`src/rtl/enemy_wave_scheduler_if.sv`:
```
// Signal bundle between the game top level (master) and the enemy wave scheduler (slave).
interface enemy_wave_scheduler_if #(
    parameter int NUM_SLOTS = 4
);
    logic                   start;
    logic                   pause;
    logic [NUM_SLOTS-1:0]   slotIdle;
    logic [NUM_SLOTS-1:0]   slotAlive;
    logic [9*NUM_SLOTS-1:0] slotPos;
    logic                   playerDmgValid;
    logic [7:0]             playerDmg;
    logic [NUM_SLOTS-1:0]   slotDeploy;
    logic                   moveSCEN;
    logic [NUM_SLOTS-1:0]   damageSCEN;
    logic [7:0]             damageIn;
    logic [8:0]             enemyFront;
    logic                   dmgDropped;
    logic [3:0]             waveNum;
    logic [7:0]             spawnCount;
    logic                   gameDone;

    modport master (
        output start, pause, slotIdle, slotAlive, slotPos, playerDmgValid, playerDmg,
        input  slotDeploy, moveSCEN, damageSCEN, damageIn, enemyFront, dmgDropped,
               waveNum, spawnCount, gameDone
    );

    modport slave (
        input  start, pause, slotIdle, slotAlive, slotPos, playerDmgValid, playerDmg,
        output slotDeploy, moveSCEN, damageSCEN, damageIn, enemyFront, dmgDropped,
               waveNum, spawnCount, gameDone
    );
endinterface

```
`src/rtl/enemy_wave_scheduler.sv`:
```
// Wave sequencer for a bank of Enemy units: spaced deploys, periodic move enable,
// and routing of player damage to the frontmost live enemy.

// One link of the frontmost-enemy chain; strict '<' keeps the lower index on ties.
module ews_front_stage #(
    parameter int NUM_SLOTS = 4,
    parameter int IDX       = 0
) (
    input  logic                 alive,
    input  logic [8:0]           pos,
    input  logic                 found_in,
    input  logic [8:0]           min_in,
    input  logic [NUM_SLOTS-1:0] sel_in,
    output logic                 found_out,
    output logic [8:0]           min_out,
    output logic [NUM_SLOTS-1:0] sel_out
);
    logic take;

    assign take      = alive && (!found_in || (pos < min_in));
    assign found_out = found_in | alive;
    assign min_out   = take ? pos : min_in;

    always_comb begin
        sel_out = sel_in;
        if (take) begin
            sel_out      = '0;
            sel_out[IDX] = 1'b1;
        end
    end
endmodule

module enemy_wave_scheduler #(
    parameter int NUM_SLOTS   = 4,
    parameter int WAVE_SIZE   = 6,
    parameter int NUM_WAVES   = 3,
    parameter int SPAWN_GAP   = 8,
    parameter int MOVE_PERIOD = 4
) (
    input logic                   clk,
    input logic                   reset,
    enemy_wave_scheduler_if.slave bus
);
    localparam int              GW         = $clog2(SPAWN_GAP);
    localparam int              MW         = (MOVE_PERIOD > 1) ? $clog2(MOVE_PERIOD) : 1;
    localparam logic [GW-1:0]   GAP_LOAD   = GW'(SPAWN_GAP - 1);
    localparam logic [MW-1:0]   MOVE_LAST  = MW'(MOVE_PERIOD - 1);
    localparam logic [7:0]      SPAWN_LAST = 8'(WAVE_SIZE - 1);
    localparam logic [3:0]      WAVE_LAST  = 4'(NUM_WAVES - 1);

    typedef enum logic [2:0] {
        S_IDLE,
        S_SPAWN_WAIT,
        S_SPAWN,
        S_WAVE_CLEAR,
        S_DONE
    } state_t;

    state_t               state, state_n;
    logic [GW-1:0]        gap_q, gap_n;
    logic [MW-1:0]        mcnt_q, mcnt_n;
    logic [3:0]           wave_q, wave_n;
    logic [7:0]           spawn_q, spawn_n;
    logic                 active, run;
    logic [NUM_SLOTS-1:0] idle_pick;

    assign active = (state == S_SPAWN_WAIT) || (state == S_SPAWN) || (state == S_WAVE_CLEAR);
    assign run    = active && !bus.pause;

    always_ff @(posedge clk) begin
        if (reset) begin
            state   <= S_IDLE;
            gap_q   <= '0;
            mcnt_q  <= '0;
            wave_q  <= '0;
            spawn_q <= '0;
        end else begin
            state   <= state_n;
            gap_q   <= gap_n;
            mcnt_q  <= mcnt_n;
            wave_q  <= wave_n;
            spawn_q <= spawn_n;
        end
    end

    always_comb begin
        state_n = state;
        gap_n   = gap_q;
        mcnt_n  = mcnt_q;
        wave_n  = wave_q;
        spawn_n = spawn_q;
        if (run) mcnt_n = (mcnt_q == MOVE_LAST) ? '0 : mcnt_q + 1'b1;
        case (state)
            S_IDLE, S_DONE: begin
                if (bus.start) begin
                    wave_n  = '0;
                    spawn_n = '0;
                    gap_n   = GAP_LOAD;
                    mcnt_n  = '0;
                    state_n = S_SPAWN_WAIT;
                end
            end
            S_SPAWN_WAIT: begin
                if (!bus.pause) begin
                    if (gap_q == '0) state_n = S_SPAWN;
                    else             gap_n   = gap_q - 1'b1;
                end
            end
            S_SPAWN: begin
                // With no idle slot we simply sit here until one frees up.
                if (!bus.pause && |bus.slotIdle) begin
                    spawn_n = spawn_q + 1'b1;
                    gap_n   = GAP_LOAD;
                    state_n = (spawn_q == SPAWN_LAST) ? S_WAVE_CLEAR : S_SPAWN_WAIT;
                end
            end
            S_WAVE_CLEAR: begin
                if (!bus.pause && &bus.slotIdle) begin
                    if (wave_q == WAVE_LAST) begin
                        state_n = S_DONE;
                    end else begin
                        wave_n  = wave_q + 1'b1;
                        spawn_n = '0;
                        gap_n   = GAP_LOAD;
                        state_n = S_SPAWN_WAIT;
                    end
                end
            end
            default: state_n = S_IDLE;
        endcase
    end

    always_comb begin
        idle_pick = '0;
        for (int i = NUM_SLOTS - 1; i >= 0; i--) begin
            if (bus.slotIdle[i]) begin
                idle_pick    = '0;
                idle_pick[i] = 1'b1;
            end
        end
    end

    assign bus.slotDeploy = (state == S_SPAWN && !bus.pause) ? idle_pick : '0;
    assign bus.moveSCEN   = run && (mcnt_q == MOVE_LAST);
    assign bus.waveNum    = wave_q;
    assign bus.spawnCount = spawn_q;
    assign bus.gameDone   = (state == S_DONE);

    // Frontmost alive enemy: chain of compare stages, slot 0 first.
    logic [NUM_SLOTS:0]                found_c;
    logic [NUM_SLOTS:0][8:0]           min_c;
    logic [NUM_SLOTS:0][NUM_SLOTS-1:0] sel_c;

    assign found_c[0] = 1'b0;
    assign min_c[0]   = 9'h1FF;
    assign sel_c[0]   = '0;

    for (genvar i = 0; i < NUM_SLOTS; i++) begin : g_front
        ews_front_stage #(
            .NUM_SLOTS (NUM_SLOTS),
            .IDX       (i)
        ) u_stage (
            .alive     (bus.slotAlive[i]),
            .pos       (bus.slotPos[9*i +: 9]),
            .found_in  (found_c[i]),
            .min_in    (min_c[i]),
            .sel_in    (sel_c[i]),
            .found_out (found_c[i+1]),
            .min_out   (min_c[i+1]),
            .sel_out   (sel_c[i+1])
        );
    end

    logic [NUM_SLOTS-1:0] dmg_sel_q;
    logic [7:0]           dmg_amt_q;
    logic                 dropped_q;
    logic [8:0]           front_q;

    always_ff @(posedge clk) begin
        if (reset) begin
            dmg_sel_q <= '0;
            dmg_amt_q <= '0;
            dropped_q <= 1'b0;
            front_q   <= 9'h1FF;
        end else begin
            front_q   <= min_c[NUM_SLOTS];
            dmg_sel_q <= bus.playerDmgValid ? sel_c[NUM_SLOTS] : '0;
            dmg_amt_q <= (bus.playerDmgValid && found_c[NUM_SLOTS]) ? bus.playerDmg : 8'd0;
            dropped_q <= bus.playerDmgValid && !found_c[NUM_SLOTS];
        end
    end

    assign bus.damageSCEN = dmg_sel_q;
    assign bus.damageIn   = dmg_amt_q;
    assign bus.dmgDropped = dropped_q;
    assign bus.enemyFront = front_q;
endmodule
```
`src/flat_wrapper.sv`:
```
// flat-port wrapper written by rule: the top's interface ports become plain ports
module enemy_wave_scheduler_flat 
#(
    parameter int NUM_SLOTS   = 4,
    parameter int WAVE_SIZE   = 6,
    parameter int NUM_WAVES   = 3,
    parameter int SPAWN_GAP   = 8,
    parameter int MOVE_PERIOD = 4
)
  (clk, reset, bus_start, bus_pause, bus_slotIdle, bus_slotAlive, bus_slotPos, bus_playerDmgValid, bus_playerDmg, bus_slotDeploy, bus_moveSCEN, bus_damageSCEN, bus_damageIn, bus_enemyFront, bus_dmgDropped, bus_waveNum, bus_spawnCount, bus_gameDone);
  enemy_wave_scheduler_if #(.NUM_SLOTS(NUM_SLOTS)) bus_i ();
  input logic clk;
  input logic reset;
  input wire logic [$bits(bus_i.start)-1:0] bus_start;
  input wire logic [$bits(bus_i.pause)-1:0] bus_pause;
  input wire logic [$bits(bus_i.slotIdle)-1:0] bus_slotIdle;
  input wire logic [$bits(bus_i.slotAlive)-1:0] bus_slotAlive;
  input wire logic [$bits(bus_i.slotPos)-1:0] bus_slotPos;
  input wire logic [$bits(bus_i.playerDmgValid)-1:0] bus_playerDmgValid;
  input wire logic [$bits(bus_i.playerDmg)-1:0] bus_playerDmg;
  output wire logic [$bits(bus_i.slotDeploy)-1:0] bus_slotDeploy;
  output wire logic [$bits(bus_i.moveSCEN)-1:0] bus_moveSCEN;
  output wire logic [$bits(bus_i.damageSCEN)-1:0] bus_damageSCEN;
  output wire logic [$bits(bus_i.damageIn)-1:0] bus_damageIn;
  output wire logic [$bits(bus_i.enemyFront)-1:0] bus_enemyFront;
  output wire logic [$bits(bus_i.dmgDropped)-1:0] bus_dmgDropped;
  output wire logic [$bits(bus_i.waveNum)-1:0] bus_waveNum;
  output wire logic [$bits(bus_i.spawnCount)-1:0] bus_spawnCount;
  output wire logic [$bits(bus_i.gameDone)-1:0] bus_gameDone;
  assign bus_i.start = bus_start;
  assign bus_i.pause = bus_pause;
  assign bus_i.slotIdle = bus_slotIdle;
  assign bus_i.slotAlive = bus_slotAlive;
  assign bus_i.slotPos = bus_slotPos;
  assign bus_i.playerDmgValid = bus_playerDmgValid;
  assign bus_i.playerDmg = bus_playerDmg;
  assign bus_slotDeploy = bus_i.slotDeploy;
  assign bus_moveSCEN = bus_i.moveSCEN;
  assign bus_damageSCEN = bus_i.damageSCEN;
  assign bus_damageIn = bus_i.damageIn;
  assign bus_enemyFront = bus_i.enemyFront;
  assign bus_dmgDropped = bus_i.dmgDropped;
  assign bus_waveNum = bus_i.waveNum;
  assign bus_spawnCount = bus_i.spawnCount;
  assign bus_gameDone = bus_i.gameDone;
  enemy_wave_scheduler #(.NUM_SLOTS(NUM_SLOTS), .WAVE_SIZE(WAVE_SIZE), .NUM_WAVES(NUM_WAVES), .SPAWN_GAP(SPAWN_GAP), .MOVE_PERIOD(MOVE_PERIOD)) u_core (.clk(clk), .reset(reset), .bus(bus_i));
endmodule
```
`config.mk`:
```
export PLATFORM = sky130hd
export DESIGN_NAME = enemy_wave_scheduler_flat
export DESIGN_NICKNAME = d
export VERILOG_FILES = /design/src/rtl/enemy_wave_scheduler_if.sv /design/src/rtl/enemy_wave_scheduler.sv /design/src/flat_wrapper.sv
export SDC_FILE = /design/constraint.sdc
export NUM_CORES = 1
export LEC_CHECK = 0
export BUFFER_PORTS_ARGS = -buffer_cell sky130_fd_sc_hd__clkbuf_2
export CORE_ASPECT_RATIO = 2
export CORE_UTILIZATION = 40
export DETAILED_ROUTE_END_ITERATION = 12
export PLACE_DENSITY = 0.65
export SETUP_SLACK_MARGIN = 0.05
export SYNTH_ARGS = -nofsm -noshare
export SYNTH_HDL_FRONTEND = slang
export SYNTH_SLANG_ARGS = --single-unit
```
`constraint.sdc`:
```
create_clock -name clk -period 22.3 [get_ports clk]
set_input_delay 4.46 -clock clk [delete_from_list [all_inputs] [get_ports clk]]
set_output_delay 4.46 -clock clk [all_outputs]
set_load 0.01 [all_outputs]
```
# Yosys cells after proc, flatten, opt, wreduce, memory -nomap -nowiden
# Cells that the tools add are included.
# Widths: inputs -> output; s select.
# word_totals
reg_bits	42
latchBits	0
ram_bits	0
mem_bits_ro	0
in_bits	57
elab_cells	116
mem_count	0
# classes
add_sub_neg	4
multipliers	0
div_mod_pow	0
n_lt_le_gt_ge	3
n_eq_ne	14
shifts	0
mux	41
bitwise	5
reduce_logical	37
# ops
operator	count
$mux 4	11
$mux 3	12
$mux 9	4
$mux 8	4
$lt 9x9->1	3
$pmux 3 s4	2
$pmux 8 s3	1
$ne 2x2->1 const B	7
$logic_and 1x1->1	10
$mux 2	5
$reduce_and 5->1	2
$add 8x1->8 const B	1
$eq 8x3->1 const B	1
$pmux 4 s2	1
$reduce_and 4->1	2
$reduce_or 4->1	2
$reduce_and 7->1	1
$eq 3x2->1 const B	2
$logic_not 3->1	2
$reduce_or 2->1	3
$logic_not 1->1	5
$logic_or 1x1->1	5
$reduce_or 5->1	1
$add 4x1->4 const B	1
13 further kinds	16

# Depth between registers and ports, before layout
# Gate-level depths: netlist of run 1.
# depth
ltp_word	13
mapped_depth	31
depth_no_buf	27

# Cells and area by module
# Synthesis of run 1 repeated with hierarchy kept, for this count alone.
# hier_totals
hier_cells	628
area_unflattened_um2	4436.8
# modules_own_cells
mod	n_inst	cells_each	area_per_inst_um2	seq_area_each_um2
ews_front_stage	4	106	633.1	0.0
enemy_wave_scheduler	1	204	1904.3	840.8

# Worst setup path before layout of run 1
# No wires, ideal clock.
# synth_path
kind	input -> register
from	input port bus_slotAlive[0]
to	register u_core.front_q[3], in the netlist u_core.bus.enemyFront[3]
setup_time_ns	0.072
arrival_time_ns	10.283
slack_ns	11.946
stages	31
path_buffers	5
path_cell_list	clkbuf_1 -> nor2b_1 -> ha_1 -> a21oi_1 -> nand2_1 -> a221oi_1 -> o211ai_2 -> and2_1 -> clkbuf_1 -> clkbuf_1 -> a21oi_1 -> inv_1 -> ha_1 -> a21o_1 -> a21o_1 -> a21o_1 -> a211o_1 -> a31oi_1 -> a21oi_1 -> a211o_1 -> buf_6 -> a21oi_1 -> ha_1 -> a21o_1 -> a21o_1 -> a21oi_1 -> o21ai_0 -> a21boi_0 -> o31a_1 -> buf_6 -> mux2i_1
# synth_between
elab_chain_len	13
elab_cells_between_ends	18
cone_classes	3 x order compare; 4 x mux; 2 x bitwise; 9 x reduce/logical
# synth_rtl
item	line	rtl
start: declaration	flat_wrapper.sv:17	input wire logic [$bits(bus_i.slotAlive)-1:0] bus_slotAlive;
$mux 9	enemy_wave_scheduler.sv:22	assign min_out = take ? pos : min_in;
$lt 9x9->1	enemy_wave_scheduler.sv:20	assign take = alive && (!found_in || (pos < min_in));
$logic_or 1x1->1	enemy_wave_scheduler.sv:20	
$logic_and 1x1->1	enemy_wave_scheduler.sv:20	
$mux 9	enemy_wave_scheduler.sv:22	
$lt 9x9->1	enemy_wave_scheduler.sv:20	
$logic_or 1x1->1	enemy_wave_scheduler.sv:20	
$logic_and 1x1->1	enemy_wave_scheduler.sv:20	
$mux 9	enemy_wave_scheduler.sv:22	
$lt 9x9->1	enemy_wave_scheduler.sv:20	
$logic_or 1x1->1	enemy_wave_scheduler.sv:20	
$logic_and 1x1->1	enemy_wave_scheduler.sv:20	
$mux 9 *	enemy_wave_scheduler.sv:22	
end signal: assignment	enemy_wave_scheduler.sv:186	front_q <= min_c[NUM_SLOTS];
end: declaration	enemy_wave_scheduler.sv:177	logic [8:0] front_q;
# Mark *: on every way between the ends. The rest lies on a longest branch, timed or not.
# A chain may end at the register's enable or synchronous reset.

# Final worst setup path of run 1
# layout_path
from	input port bus_slotAlive[0]
to	register u_core.front_q[6], in the netlist u_core.bus.enemyFront[6]
# Same word-level chain as after synthesis.

==> results of run 1 <==
==> cell families (layout without fill, tap and decap cells) <==
| group | count (synthesis) | after routing |
|---|---|---|
| simple gates | 147 | 147 |
| buf+inv | 45 | 135 |
| xor+xnor | 9 | 9 |
| compound gates | 95 | 95 |
| fa+ha+maj | 28 | 28 |
| mux | 10 | 10 |
| flops | 42 | 42 |
==> metrics by stage <==
step | utilization, % | hold slack (ns) | total power [uW]
2_1_floorplan | - | 0.437 | 164
3_3_place_gp | 48.4 | 0.455 | 189
3_5_place_dp | 48.4 | 0.467 | 191
4_1_cts | 50.4 | 0.481 | 262
5_1_grt | 50.4 | 0.519 | 279
6_report | 50.4 | 0.478 | 260
==> worst paths after layout <==
kind / startpoint / depth (start not counted) / slack [ns] / end
max: bus_slotAlive[0] / 28 / 11.28 / u_core.bus.enemyFront[6]$_SDFF_PP1_
max reg2reg: u_core.state[1]$_SDFFE_PP0P_ / 8 / 19.94 / u_core.bus.spawnCount[5]$_SDFFE_PP0P_
min reg2reg: u_core.gap_q[0]$_SDFFE_PP0P_ / 1 / 0.48 / u_core.gap_q[0]$_SDFFE_PP0P_
min: u_core.gap_q[0]$_SDFFE_PP0P_ / 1 / 0.48 / u_core.gap_q[0]$_SDFFE_PP0P_
==> area by class of cell <==
class                      count  area (um^2)  area share, %
clock inverter                 2         13.8          0.376
timing repair buffer          96          480           13.1
sequential                    42          841           23.0
tap                           92          115           3.15
clock buffer                   6          129           3.52
multi-input combinational    289         1960           53.7
inverter                      31          116           3.18
==> cell usage after synthesis, types with 2 or more instances <==
cell                        instances  area, um^2
sky130_fd_sc_hd__clkbuf_1          11        41.3
sky130_fd_sc_hd__a21o_1             7        52.6
sky130_fd_sc_hd__nand2_1           21        78.8
sky130_fd_sc_hd__a211oi_1           9        67.6
sky130_fd_sc_hd__ha_1              28         350
sky130_fd_sc_hd__nor2b_1           13        81.3
sky130_fd_sc_hd__nor4b_1            3        26.3
sky130_fd_sc_hd__a21oi_1           29         145
sky130_fd_sc_hd__buf_6              2        22.5
sky130_fd_sc_hd__a221oi_1           2        17.5
sky130_fd_sc_hd__nand2b_1           9        56.3
sky130_fd_sc_hd__a211o_1            4        35.0
sky130_fd_sc_hd__and2_1            17         106
sky130_fd_sc_hd__and3_1             2        12.5
sky130_fd_sc_hd__mux2i_1           10         100
sky130_fd_sc_hd__inv_1             31         116
sky130_fd_sc_hd__o221ai_1           2        17.5
sky130_fd_sc_hd__a31oi_1            4        25.0
sky130_fd_sc_hd__a211oi_2           2        25.0
sky130_fd_sc_hd__nor4_1             4        25.0
sky130_fd_sc_hd__nor2_1            48         180
sky130_fd_sc_hd__a311oi_1           2        17.5
sky130_fd_sc_hd__nand3_1            7        35.0
sky130_fd_sc_hd__a2111oi_0          7        61.3
sky130_fd_sc_hd__o21ai_0            6        30.0
sky130_fd_sc_hd__o211ai_1           3        22.5
sky130_fd_sc_hd__dfxtp_1           42         841
sky130_fd_sc_hd__o22ai_1            4        25.0
sky130_fd_sc_hd__nand4_1            6        37.5
sky130_fd_sc_hd__xnor2_1            3        26.3
sky130_fd_sc_hd__xor2_1             6        52.6
sky130_fd_sc_hd__nor3_1             8        40.0
sky130_fd_sc_hd__nor3b_1            2        15.0
==> worst register-to-register path: cells and delay by family (launching register included) <==
family          cells  cell delay (ns)
compound gates      2             0.66
flops               1             0.50
simple gates        5             0.93
xor+xnor            1             0.16
==> sequential cells by signal, summed over array words and instances, names as in the netlist <==
name	flops
u_core.bus.enemyFront	9
u_core.gap_q	3
u_core.state	3
u_core.bus.spawnCount	8
u_core.mcnt_q	2
u_core.bus.waveNum	4
u_core.bus.dmgDropped	1
u_core.bus.damageSCEN	4
u_core.bus.damageIn	8
==> metal layers <==
layer	part of all wire (%)	global-route usage [%]	vias up
met4	3.9	11.4	0
met2	57	40.8	91
met1	36	20.1	1354
met3	3.4	2.56	20
met5	0	0	-
li1	-	-	1534
==> power breakdown <==
| part | internal (uW) | total (uW) | switching, uW |
|---|---|---|---|
| combinational | 39.4 | 98.2 | 58.8 |
| clock | 41.5 | 70.5 | 29.1 |
| sequential | 83.5 | 90.8 | 7.28 |
==> flow_metrics.tcl, run 1 <==
set metrics [dict create \
    outcome "finished clean" \
    crit_type "in2reg" \
    starting_utilization_of_the_core_area_pct 41.2 \
    cts_root_cell "sky130_fd_sc_hd__clkbuf_16" \
    cts_buf_count 5 \
    min_period_over_period_pct 49.4 \
    power-per-cell-area_nw_per_um2 70.9 \
    fp-row-count 44 \
    hold_violations 0 \
    syn-mean-instance-area_um2 7.95 \
    synth-compound-area-share_pct 22.9 \
    setup-tns-final_ns 0 \
    holdBufCountCts 0 \
    setup_viol 0 \
    timing.critical_path.from_type "primary input" \
    vias_per_cell 5.37 \
    timing_max_transition_violations_final 0 \
    drc 0 \
    max-clock-path-buffers 2 \
    most-common-layout-cells "sky130_fd_sc_hd__clkbuf_2, sky130_fd_sc_hd__nor2_1, sky130_fd_sc_hd__dfxtp_1" \
    synth_async_sr_flop_share_pct 0 \
    clkLatencyLatePin_ns 0.29 \
    post-route-worst-setup-slack_ns 11.28 \
    detail_route.wl_per_cell_um 14.1 \
    post_cts.resized_instances 0 \
    clock-sinks 42 \
    hold_path.class "reg2reg" \
    clkSlewWorstSetupHoldPaths_ns 0.06 \
    die_x_um 63.1 \
    drt_pre_antenna_iters 4 \
    drive_gt1_share_pct 23.4 \
    synth_edf_count 0 \
    fp.dieH_um 124 \
    worst_ir_drop_vdd_mv 0.0312 \
    yosysUniqueCellTypes 55 \
    route.antenna.remaining_nets 0 \
    grt_util_all_layers_pct 20.9 \
    htreeDepth 2 \
    antenna_cells_inserted 0 \
    area_of_placed_instances_um2 3520 \
    dp.cells 550 \
    global_route_wire_length_before_repair_um 13000 \
    worst_clock_skew_ns 0.00576 \
    cap_viol_max_count 0 \
    synth_area_um2 2990 \
    grt_pass1_vias 2909 \
    timing.critical_path.slowest_stage_cell "sky130_fd_sc_hd__o31a_1" \
    critical_path.top_delay_family "compound AO/OA/AOI/OAI gates" \
    cpPeakStageDelay_ns 0.63 \
    synth_adder_area_share_pct 11.7 \
    drt_first_iter_violations 137 \
    grt_start_max_net_pins 26 \
    detailroute.via_count 2999 \
    fillCellCount 750 \
    layout.nets 550 \
    layout_commonest_cell "sky130_fd_sc_hd__clkbuf_2" \
    antenna_found_initial 0 \
    fmax_mhz 90.7 \
    final_period_minus_worst_setup_slack_ns 11.02 \
    synth.yosys.seq_area_share_pct 28.1 \
    placement.setup.worst_slack_ns 11.02 \
    synth_instances 376 \
    post_synth_mux_area_share_pct 3.35 \
    most_used_cell_cp "sky130_fd_sc_hd__a21o_1" \
    grt_setup_unrepaired "no" \
    final_global_route_overflow_total 0 \
    layout.cells.non_filler 558 \
    cts_tree "built" \
    synth-seq-cells 42 \
    area_growth_syn_to_layout_pct 22.4 \
    ys.warnings.count 0 \
    synth_flop_cell "sky130_fd_sc_hd__dfxtp_1" \
    place.detailed.hpwl_um 6500 \
    die-area_um2 7850 \
    cp.buffers_inverters 2 \
    finish.instance_area_um2 3660 \
    post-cts-setup-buffer-count 0 \
    core_region_area_um2 7270 \
    synth.net_count 461 \
    critPathRequiredTime_ns 22.51 \
    critical_path.max_fanout 17 \
    combinational_family_with_the_most_area_after_synthesis "simple AND/OR/NAND/NOR gates" \
    place.gp.congestion 0.900 \
    synth_simple_gate_area_share_pct 25.1 \
    worst-endpoint-arrival_ns 11.24 \
    setup.worst_path.end_class "flip-flop" \
    timing.slew.headroom_pct 53.2 \
    floorplan.io_pins 97 \
    routed_wirelength_um 7840 \
    buffers_added_on_ports 96 \
    worst_slew_pin_slew_ns 0.684 \
    post_synthesis_share_of_cell_area_spent_on_xor_and_xnor_gates_pct 2.64 \
    p_leak_uw 0.00175 \
]
No activity file was read; power rests on OpenSTA's default activity.
==> run 2: changes to the inputs <==
Settings changed: ABC_AREA set to 1, PLACE_DENSITY 0.65 to 0.66.
Clock period 22.3 ns to 10.75 ns, I/O delays scaled along.
==> run 2 against run 1 <==
Net effect: clock power rose by 110%; sequential cell count did not move; core utilization rose by 1.6 points; global-route usage fell by 0.88 points; worst hold slack got worse by 0.0051 ns.
==> flow_metrics.tcl, run 2 <==
set metrics [dict create \
    outcome "finished clean" \
    vias_per_cell 4.82 \
    worst-endpoint-arrival_ns 6.90 \
    met1_usage_pct 16.0 \
    cts_tree "built" \
    synth_area_um2 2780 \
    fp.dieH_um 120 \
    drc 0 \
    fp-row-count 42 \
    global_route_wire_length_before_repair_um 11000 \
    grt_setup_unrepaired "no" \
    floorplan.io_pins 97 \
    placement.setup.worst_slack_ns 3.69 \
    setup_viol 0 \
    setup.worst_path.end_class "flip-flop" \
    cpPeakStageDelay_ns 0.38 \
    synth.most_common_cell "sky130_fd_sc_hd__inv_1" \
    routed_wirelength_um 6790 \
    yosysUniqueCellTypes 34 \
    core_region_area_um2 6670 \
    synth_top_cells_by_area "sky130_fd_sc_hd__dfxtp_1, sky130_fd_sc_hd__ha_1, sky130_fd_sc_hd__inv_1" \
    route.antenna.remaining_nets 0 \
    max-clock-path-buffers 2 \
    synth_instances 413 \
    synthDominantAreaCellType "sky130_fd_sc_hd__dfxtp_1" \
    yosysTopAreaCellShare_pct 30.3 \
    area_growth_syn_to_layout_pct 24.9 \
    grt_util_all_layers_pct 20.0 \
    drt_pre_antenna_iters 4 \
    final_global_route_overflow_total 0 \
    htreeDepth 2 \
    layout.nets 594 \
    antenna_cells_inserted 0 \
    post_cts.resized_instances 0 \
    die_x_um 60.9 \
    starting_utilization_of_the_core_area_pct 41.6 \
    cts_root_cell "sky130_fd_sc_hd__clkbuf_16" \
    gr-usage-met2_pct 39.9 \
    worst_slew_pin_slew_ns 0.764 \
    synth-seq-cells 42 \
    timing_max_transition_violations_final 0 \
    worst_ir_drop_vdd_mv 0.0752 \
    synth_edf_count 0 \
    synth_flop_cell "sky130_fd_sc_hd__dfxtp_1" \
    fmax_mhz 148 \
    holdBufCountCts 0 \
    crit_type "in2reg" \
    synth.net_count 498 \
    met3_usage_pct 3.77 \
    globalRoute.busiestLayer "met2" \
    grt_start_max_net_pins 20 \
    drt_first_iter_violations 58 \
    min_period_over_period_pct 62.9 \
    synth_async_sr_flop_share_pct 0 \
    setup-tns-final_ns 0 \
    drive_gt1_share_pct 23.7 \
    clkLatencyLatePin_ns 0.28 \
    hold_path.class "reg2reg" \
    layout_commonest_cell "sky130_fd_sc_hd__clkbuf_2" \
    area.sequential_um2 841 \
    crit-reg2reg-launch "u_core.state[2]$_SDFFE_PP0P_" \
    place.gp.congestion 0.834 \
    buffers_added_on_ports 96 \
    grt_pass1_vias 2749 \
    cp-startpoint "bus_slotAlive[0]" \
    detailroute.via_count 2880 \
    multi_input_comb_area_um2 1580 \
    final_period_minus_worst_setup_slack_ns 6.76 \
    die-area_um2 7290 \
    critical_path.max_fanout 19 \
    p_leak_uw 0.00185 \
    detail_route.wl_per_cell_um 11.3 \
    hold_violations 0 \
    timing.critical_path.slowest_stage_cell "sky130_fd_sc_hd__a2111oi_0" \
    ys.warnings.count 0 \
    synth.yosys.seq_area_share_pct 30.3 \
    post-route-worst-setup-slack_ns 3.99 \
    timing.slew.headroom_pct 48.7 \
    critPathRequiredTime_ns 10.89 \
    clkSlewWorstSetupHoldPaths_ns 0.05 \
    clock-sinks 42 \
    largest_reg_flops 9 \
    fillCellCount 708 \
    worst_clock_skew_ns 0.00659 \
    antenna_found_initial 0 \
    power-per-cell-area_nw_per_um2 155 \
    fin_util_pct 51.9 \
    place.detailed.hpwl_um 5870 \
    synth.cells.most_frequent "sky130_fd_sc_hd__inv_1, sky130_fd_sc_hd__nand2_1, sky130_fd_sc_hd__nor2_1" \
    syn-mean-instance-area_um2 6.72 \
    holdCritStartpoint "u_core.gap_q[0]$_SDFFE_PP0P_" \
    most-common-layout-cells "sky130_fd_sc_hd__clkbuf_2, sky130_fd_sc_hd__inv_1, sky130_fd_sc_hd__nand2_1" \
    timing.critical_path.from_type "primary input" \
    cts_buf_count 5 \
    cap_viol_max_count 0 \
    post-cts-setup-buffer-count 0 \
]
## run 2: worst max-delay path: cells and delay by family
kind / cells / cell delay, ns
AO/OA/AOI/OAI: 8 / 1.66
adder cells (fa/ha/maj): 3 / 0.88
buffers and inverters: 4 / 0.46
AND/OR/NAND/NOR: 16 / 1.76
## run 2: cell families after synthesis
family | Yosys count | synth area share, %
and+or+nand+nor | 193 | 31.7
buffers and inverters | 87 | 12.7
AOI/OAI and AO/OA | 62 | 12.4
DFF | 42 | 30.3
adders and majority gates | 28 | 12.6
xor gates and xnor gates | 1 | 0.316
## run 2: routing by layer
layer | share of wire (%) | wire (um)
met2 | 57 | 3870
met1 | 33 | 2260
met5 | 0 | 0
met4 | 4.6 | 313
met3 | 5.0 | 339
## run 2: report_power, final
part	internal, uW	total, uW	switching [uW]
logic	70.3	195	125
clock network	86.7	148	61.7
registers	178	192	14.7
## run 2: final timing paths
path | to | slack (ns) | depth (start not counted)
worst max-delay path | u_core.bus.enemyFront[7]$_SDFF_PP1_ | 3.99 | 31
worst min-delay path | u_core.gap_q[0]$_SDFFE_PP0P_ | 0.47 | 1
worst max register to register | u_core.bus.spawnCount[5]$_SDFFE_PP0P_ | 8.43 | 11
worst min register to register | u_core.gap_q[0]$_SDFFE_PP0P_ | 0.47 | 1
## run 2: layout make-up
type                       instances  share of cell area [%]
sequential                        42                    24.3
clock inverter                     3                   0.686
inverter                          80                    8.74
tap                               88                    3.18
multi-input combinational        284                    45.7
clock buffer                       5                    3.61
timing repair buffer              96                    13.9
## run 2: stage by stage
stage	cell area (um^2)	std cells	total power, uW	hold slack, ns
after detailed placement	3320	590	392	0.460
after CTS	3470	598	543	0.472
final	3470	598	536	0.473
after global placement	3320	590	388	0.453
after global routing	3470	598	582	0.495
after floorplan	2780	413	334	0.431
==> run 3: changes to the inputs <==
Clock period 10.75 ns to 6.5 ns, I/O delays scaled along.
==> run 3 against run 2 <==
Net effect: die area is the same; via count is the same; count of clock-buffer cells in the layout is the same; combinational power grew 67%; worst setup slack lost 3.2 ns; core utilization grew 0.32 points; critical path depth is the same; sequential share of layout area shrank 0.15 points; critical path type unchanged; critical endpoint is now u_core.bus.enemyFront[5]$_SDFF_PP1_; highest routed layer unchanged.
==> flow_metrics.tcl, run 3 (same netlist as run 2, synthesis figures left out) <==
set metrics [dict create \
    power.share.switching_pct 36.1 \
    clock-sinks 42 \
    antenna_cells_inserted 0 \
    drt_pre_antenna_iters 4 \
    max-clock-path-buffers 2 \
    internal-power_uw 592 \
    routed_wirelength_um 6890 \
    starting_utilization_of_the_core_area_pct 41.6 \
    hold_violations 0 \
    antenna_found_initial 0 \
    place.detailed.hpwl_um 5890 \
    power_frac_seq_pct 34.4 \
    critical_path.max_fanout 19 \
    route.antenna.remaining_nets 0 \
    cpPeakStageDelay_ns 0.33 \
    power-per-cell-area_nw_per_um2 266 \
    setup.worst_path.end_class "flip-flop" \
    p_leak_uw 0.00187 \
    worst_clock_skew_ns 0.00658 \
    grt_pass1_vias 2786 \
    area.sequential_um2 841 \
    drive_gt1_share_pct 23.7 \
    min_period_over_period_pct 88.2 \
    drc 0 \
    cp.buffers_inverters 4 \
    fmax_mhz 174 \
    area_growth_syn_to_layout_pct 25.7 \
    hold_path.class "reg2reg" \
    cts_root_cell "sky130_fd_sc_hd__clkbuf_16" \
    timing.critical_path.slowest_stage_cell "sky130_fd_sc_hd__a2111oi_1" \
    post_cts.resized_instances 0 \
    clkLatencyLatePin_ns 0.29 \
    most-common-layout-cells "sky130_fd_sc_hd__clkbuf_2, sky130_fd_sc_hd__inv_1, sky130_fd_sc_hd__nand2_1" \
    holdBufCountCts 0 \
    outcome "finished clean" \
    htreeDepth 2 \
    multi_input_comb_area_um2 1580 \
    clkSlewWorstSetupHoldPaths_ns 0.05 \
    setup-tns-final_ns 0 \
    timing.critical_path.from_type "primary input" \
    detailroute.via_count 2880 \
    p_switching_uw 334 \
    core_region_area_um2 6670 \
    detail_route.wl_per_cell_um 11.5 \
    fp-row-count 42 \
    cap_viol_max_count 0 \
    fin_worst_hold_slack_ns 0.469 \
    p_comb_share_pct 35.0 \
    fp.dieH_um 120 \
    timing_max_transition_violations_final 0 \
    drt_first_iter_violations 75 \
    setup_viol 0 \
    vias_per_cell 4.82 \
    fillCellCount 742 \
    worst_slew_pin_slew_ns 0.818 \
    critPathRequiredTime_ns 6.65 \
    worst_ir_drop_vdd_mv 0.157 \
    buffers_added_on_ports 96 \
    post-cts-setup-buffer-count 0 \
    cts_tree "built" \
    floorplan.io_pins 97 \
    grt_util_all_layers_pct 20.4 \
    final_period_minus_worst_setup_slack_ns 5.73 \
    clock_power_share_pct 30.5 \
    grt_setup_unrepaired "no" \
    final_global_route_overflow_total 0 \
    cts_buf_count 5 \
    layout_commonest_cell "sky130_fd_sc_hd__clkbuf_2" \
    worst-endpoint-arrival_ns 5.88 \
    critical_path.top_delay_family "simple AND/OR/NAND/NOR gates" \
    global_route_wire_length_before_repair_um 11200 \
    place.gp.congestion 0.834 \
    timing.slew.headroom_pct 45.0 \
    crit_type "in2reg" \
    largest_reg_flops 9 \
    layout.nets 594 \
    die_x_um 60.9 \
    grt_start_max_net_pins 20 \
    die-area_um2 7290 \
]
run 3: final timing paths:
check | from | to | slack (ns) | cells after the start
setup / recovery | bus_slotAlive[0] | u_core.bus.enemyFront[5]$_SDFF_PP1_ | 0.77 | 31
setup reg to reg | u_core.state[0]$_SDFFE_PP0P_ | u_core.bus.spawnCount[5]$_SDFFE_PP0P_ | 4.12 | 12
hold / removal | u_core.gap_q[0]$_SDFFE_PP0P_ | u_core.gap_q[0]$_SDFFE_PP0P_ | 0.47 | 1
hold reg to reg | u_core.gap_q[0]$_SDFFE_PP0P_ | u_core.gap_q[0]$_SDFFE_PP0P_ | 0.47 | 1
run 3: power groups by stage:
stage / clock [uW] / combinational (uW) / sequential, uW
floorplan: 0 / 224 / 328
global placement: 0 / 318 / 323
detailed placement: 0 / 325 / 324
CTS: 292 / 327 / 319
global route: 303 / 379 / 323
finish: 283 / 325 / 319
run 3: final cells by class:
| cell class | count | share of cell area, % |
|---|---|---|
| Multi-Input combinational cell | 284 | 45.4 |
| Clock inverter | 3 | 1.26 |
| Inverter | 80 | 8.68 |
| Sequential cell | 42 | 24.1 |
| Tap cell | 88 | 3.16 |
| Clock buffer | 5 | 3.59 |
| Timing Repair Buffer | 96 | 13.8 |
run 3: layer usage:
| layer | vias to the layer above | share of wire, % | global-route usage [%] |
|---|---|---|---|
| met4 | 0 | 3.5 | 11.8 |
| li1 | 1518 | - | - |
| met2 | 78 | 59 | 40.9 |
| met3 | 20 | 4.1 | 3.45 |
| met5 | - | 0 | 0 |
| met1 | 1264 | 34 | 16.8 |
run 3: worst register-to-register path, stage by stage (launching register included):
cell and delay (ns):
sky130_fd_sc_hd__dfxtp_1 0.35, sky130_fd_sc_hd__inv_1 0.08, sky130_fd_sc_hd__nor3_1 0.63, sky130_fd_sc_hd__inv_1 0.07, sky130_fd_sc_hd__o21ai_0 0.23, sky130_fd_sc_hd__inv_1 0.07, sky130_fd_sc_hd__nand3_1 0.10, sky130_fd_sc_hd__nor2_1 0.11
sky130_fd_sc_hd__nand4_1 0.17, sky130_fd_sc_hd__nor2_1 0.05, sky130_fd_sc_hd__inv_1 0.11, sky130_fd_sc_hd__nor2_1 0.07, sky130_fd_sc_hd__o221a_2 0.23
run 3: metrics by stage:
stage,power [uW],setup slack (ns),util [%],std cells,cell area (um^2)
detailed placement,649,0.299,49.7,590,3320
CTS,938,0.574,52.2,598,3490
floorplan,552,0.935,-,413,2780
finish,927,0.768,52.2,598,3490
global placement,642,0.331,49.7,590,3320
global route,1000,0.111,52.2,598,3490
